### src/rtl/sync_ram_pkg.sv
// Shared defaults for the CPU data/program store.
package sync_ram_pkg;

   localparam int DEFAULT_ADDR_WIDTH = 8;
   localparam int DEFAULT_DATA_WIDTH = 8;

endpackage

### src/rtl/sync_ram.sv
// Single-port synchronous RAM with a registered, write-first read port.
// Contents survive reset; only the output register is cleared.
module sync_ram
   import sync_ram_pkg::*;
#(
   parameter int addr_width = DEFAULT_ADDR_WIDTH,
   parameter int data_width = DEFAULT_DATA_WIDTH
) (
   input  logic                  clk,
   input  logic                  rst_n,
   input  logic [addr_width-1:0] addr,
   input  logic [data_width-1:0] din,
   input  logic                  we,
   output logic [data_width-1:0] dout
);

   localparam int DEPTH = 1 << addr_width;

   logic [data_width-1:0] mem [0:DEPTH-1];

   // Array kept in its own reset-free block so it maps onto block RAM.
   always_ff @(posedge clk) begin
      if (rst_n && we) begin
         mem[addr] <= din;
      end
   end

   // Output register; a same-address write forwards the new word.
   always_ff @(posedge clk) begin
      if (!rst_n) begin
         dout <= '0;
      end else if (we) begin
         dout <= din;
      end else begin
         dout <= mem[addr];
      end
   end

endmodule

### config.mk
export PLATFORM = sky130hd
export DESIGN_NAME = sync_ram
export DESIGN_NICKNAME = d
export VERILOG_FILES = /design/src/rtl/sync_ram_pkg.sv /design/src/rtl/sync_ram.sv
export SDC_FILE = /design/constraint.sdc
export NUM_CORES = 2
export LEC_CHECK = 0
export ABC_AREA = 0
export BUFFER_PORTS_ARGS = -buffer_cell sky130_fd_sc_hd__buf_2
export CAP_MARGIN = 5
export CORE_ASPECT_RATIO = 1.25
export CORE_MARGIN = 5
export CORE_UTILIZATION = 57
export DETAILED_ROUTE_END_ITERATION = 10
export GPL_TIMING_DRIVEN = 0
export PLACE_DENSITY = 0.76
export SYNTH_ARGS = -nofsm -noshare
export SYNTH_HDL_FRONTEND = slang
export SYNTH_SLANG_ARGS = --single-unit
### constraint.sdc
create_clock -name clk -period 2.7 [get_ports clk]
set_clock_uncertainty 0.1 [all_clocks]
set_input_delay 0.27 -clock clk [delete_from_list [all_inputs] [get_ports clk]]
set_output_delay 0.27 -clock clk [all_outputs]
set_load 0.1 [all_outputs]
# Word-level counts from Yosys, hierarchy flattened
# Memories as Yosys holds them, arrays and structs flattened. A register that Yosys moved wholly into a read port is not among the register bits.
# Index checks and enable logic that the tools add are counted.
dict set report word_totals {
  n_memories 1
  regBits 0
  mem_bits_rw 2048
  elab_cells 5
  out_inout_bits 8
  in_bits 19
}
dict set report op_classes {
  mux 2
  reduce_logical 2
}
# name depth word_bits read_ports rd_clocked_by_memory_dff wr line_no
set mem_list {}
lappend mem_list {mem 256 8 1 1 1 sync_ram.sv:19} ;# logic [data_width-1:0] mem [0:DEPTH-1];
# cell n
set op_table {}
lappend op_table {{1-bit two-way mux} 2}
lappend op_table {{1-bit logical AND} 1}
lappend op_table {{1-bit zero test} 1}

# Longest topological paths before layout
dict set report depth {
  ltp_word 3
  mapped_depth 12
  depth_no_buf 7
}

# Worst setup path after synthesis
# OpenSTA, ideal clock, no wires.
dict set report synth_timing {
  path_kind {input-to-reg}
  from {in addr[1]}
  to {mem mem[148][0] in the netlist's numbering, enable pin}
  arrival_ps 2325
  slack_ps -108
  cell_stages 8
  setup_time_ps 383
  n_path_buf 6
  path_cell_list {buf_2 -> buf_2 -> buf_2 -> buf_1 -> buf_2 -> or2_2 -> clkbuf_1 -> nor3_1}
}
# element line_no
set synth_rtl {}
lappend synth_rtl {{start: declaration} sync_ram.sv:11} ;# input logic [addr_width-1:0] addr,
lappend synth_rtl {{end: declaration} sync_ram.sv:19}
# Straight into the memory's write port.

==> impl_metrics.toml <==
[sta]
relSlewSlack_pct = 4.70
finalSetupTns_ps = -37800
fmax_mhz = 323
period_share_pct = 115
rsz0062_at_grt = "true"
period_needed_ps = 3100
hold_viol = 0
setup_violations = 671
final_max_slew_viol_count = 0
worstMarginPinSlew_ps = 1430
fin_ws_ps = -397
finalHoldWorstSlack_ps = 152

[yosys]
synthAdderAreaFrac_pct = 0
yosysSeqAreaShare_pct = 77.4
synthFlopType = "edfxtp_1"
synth-simple-area-share_pct = 2.98
async_reset_ff_share_pct = 0
ys_ff_latch = 2056
ys_warn_count = 0
synthDistinctLibCells = 62
synth-edff-count = 2048
synth_top_family_by_area = "multiplexers"
synth-compound-area-share_pct = 3.18
syn-num-nets = 3766
netlist_instances = 3747
synth.area.mux_share_pct = 14.7
synth_xor_area_share_pct = 0
avgSynthCellArea_um2 = 21.3
synth_area_mm2 = 0.0796

[setup_path]
crit_path_end = "dout[4]"
crit_top_cell = "buf_2"
path_max_fanout = 10
crit_chain = "buf_2, buf_2, or3b_1, clkbuf_1, a2111oi_0, a311oi_2, o2111ai_1, a21oi_1, nor4_2, o32ai_2"
start_kind = "input port"
r2r_slack_ps = -350
end_kind = "flip-flop"
slowest_delay_ps = 880
cp.required_ps = 3280
timing.rr.start = "mem[203][0]"
cp_slowest_cell = "clkbuf_1"
crit_type = "in2reg"
crit_start = "addr[5]"
crit_arrival_ps = 3680
r2r_cells = 6
cp.depth = 10
r2r_end = "dout[0]"
path_buf_inv = 3
cpLargestDelayFamily = "compound AO/OA/AOI/OAI gates"

[die]
die_area_mm2 = 0.147
rows = 153
die_w_um = 344
start_util_pct = 57.3
num_io_pins = 27
die_h_um = 428
core_area_mm2 = 0.139

[drt]
ant_nets = 0
firstDrtPassIters = 8
avgViaCountPerCell = 7.48
route.detailed.drc = 0
num_vias = 45600
wirelength_mm = 285
drtIter0Drc = 8792
post_drt_wl_per_cell_um = 46.7

[cells_and_area]
fin_util_pct = 66.9
fill_cells = 8511
multi_input_area_mm2 = 0.0191
drive_gt1_share_pct = 33.7
design_area_mm2 = 0.0929
final_common_cell = "edfxtp_1"
area_growth_pct = 16.7
mostFrequentLayoutCells = "edfxtp_1, mux4_2, clkbuf_16"
ff_latch_area_mm2 = 0.0617
fin_nets = 4080

[outcome]
outcome = "finished with violations"
violations = "negative setup slack"

[global_route]
grt_pass1_wl_mm = 378
grtUsageMet2_pct = 55.6
grt_pass1_vias = 43800
gr-usage-all-layers_pct = 38.8
grt_overflow = 0
busiest_layer = "met2"
use_met3_pct = 13.0
antenna_found_initial = 16
grt_util_met1_pct = 47.0
grt_max_degree = 167

[run]
drv_cap = 0

[cts]
clk_pin_slew_worst_paths_ps = 60
tritoncts = "built"
cts_max_level = 4
cts_buffers = 188
clock_sinks = 2056
insertion_delay_ps = 860
clockBufferDepth = 3
cts_root_buf = "clkbuf_16"

[place]
dpl_cell_area_mm2 = 0.0828
gp_congestion = 1.07
portBuffers = 24
detailed_place_hpwl_mm = 182

[power]
ir_drop_uv = 622
leakage_nw = 28.8
powerDensity_mw_per_mm2 = 717

[hold_path]
min_path_type = "in2reg"
hp-start = "rst_n"
==> worst register-to-register path: cells and delay by family (launching register included) <==
kind	cells	cell delay, ps
compound gates	5	1890
mux	1	520
flops	1	380
==> sequential cells by signal (all words and copies together), names as in the netlist <==
signal and count:
mem 2048, dout 8
==> cells in the mapped netlist (4+ instances only) <==
cell       number  area (um^2)
and2_1          7         43.8
o22ai_1        74          463
mux4_2        465        10500
a211oi_1       15          113
o22a_1         18          158
nand4_1         6         37.5
nand2_1        70          263
buf_2          55          275
nand3_1        38          190
a21oi_1        16         80.1
a2111oi_0       4         35.0
o221ai_1       34          298
mux2_2          5         56.3
dfxtp_1         8          160
buf_1          14         52.6
nand2b_1        9         56.3
mux2i_1       117         1170
a22oi_1        49          368
o21ai_1         5         25.0
edfxtp_1     2048        61500
a221oi_1       15          131
buf_4          29          218
or3b_2          4         35.0
o211ai_1        4         30.0
clkbuf_1       90          338
o31ai_1         4         30.0
nor4_1          8         50.1
and3_1          4         25.0
o21ai_0        28          140
nand3b_1        6         45.0
nor2b_1        17          106
buf_6          36          405
or3_1           6         37.5
a31oi_1         6         37.5
nor3_1         70          350
a32oi_1        18          158
nor2_1        277         1040
a221oi_2        5         75.1
a22o_1         22          193
==> timing repair <==
action                      CTS  global route
pin swaps                    32            32
hold buffers                  8             0
hold endpoints to repair    634             0
buffers inserted             45            23
setup endpoints to repair  2056          1560
gates resized for setup     690           167
==> power breakdown <==
part,internal [W],total [W],leakage (nW),switching (W)
Combinational,0.00128,0.00458,7.30,0.00330
Clock,0.0148,0.0269,2.98,0.0121
Sequential,0.0351,0.0351,18.5,0.0000131
Total,0.0512,0.0667,28.8,0.0154
==> through the flow <==
stage	power, W	instances	setup slack [ps]
2_1_floorplan	0.0376	3747	-108
3_3_place_gp	0.0398	5631	-4160
3_5_place_dp	0.0398	5662	-3800
4_1_cts	0.0661	6063	-187
5_1_grt	0.0678	6086	-281
6_report	0.0667	6100	-397
==> routing by layer <==
metal  routed length [um]  vias to the layer above
met5                  149                        -
met3                41800                     1306
met1                85500                    23100
met2               126000                     4712
li1                     -                    16400
met4                31700                        8
==> cell type report <==
type                            count  area share (%)
Multi-Input combinational cell   1459            20.5
Tap cell                         1860            2.50
Buffer                            220            2.21
Clock inverter                    120            1.23
Inverter                            5          0.0256
Clock buffer                      233            5.34
Antenna cell                       16          0.0431
Sequential cell                  2056            66.3
Timing Repair Buffer              131            1.78
==> cell families (layout without fill, tap and decap cells) <==
group | count (synthesis) | in the layout
DFF | 2056 | 2056
buffers and inverters | 232 | 709
AOI/OAI and AO/OA | 338 | 338
and+or+nand+nor | 534 | 534
muxes | 587 | 587
other | 0 | 16
==> worst min path at each step <==
stage | to | depth (start not counted)
2_1_floorplan | mem[0][0] | 0
3_3_place_gp | dout[5] | 1
3_5_place_dp | mem[78][6] | 1
4_1_cts | dout[5] | 4
5_1_grt | dout[4] | 4
6_report | dout[5] | 4
Note: power is estimated with default switching activity, not from simulation.
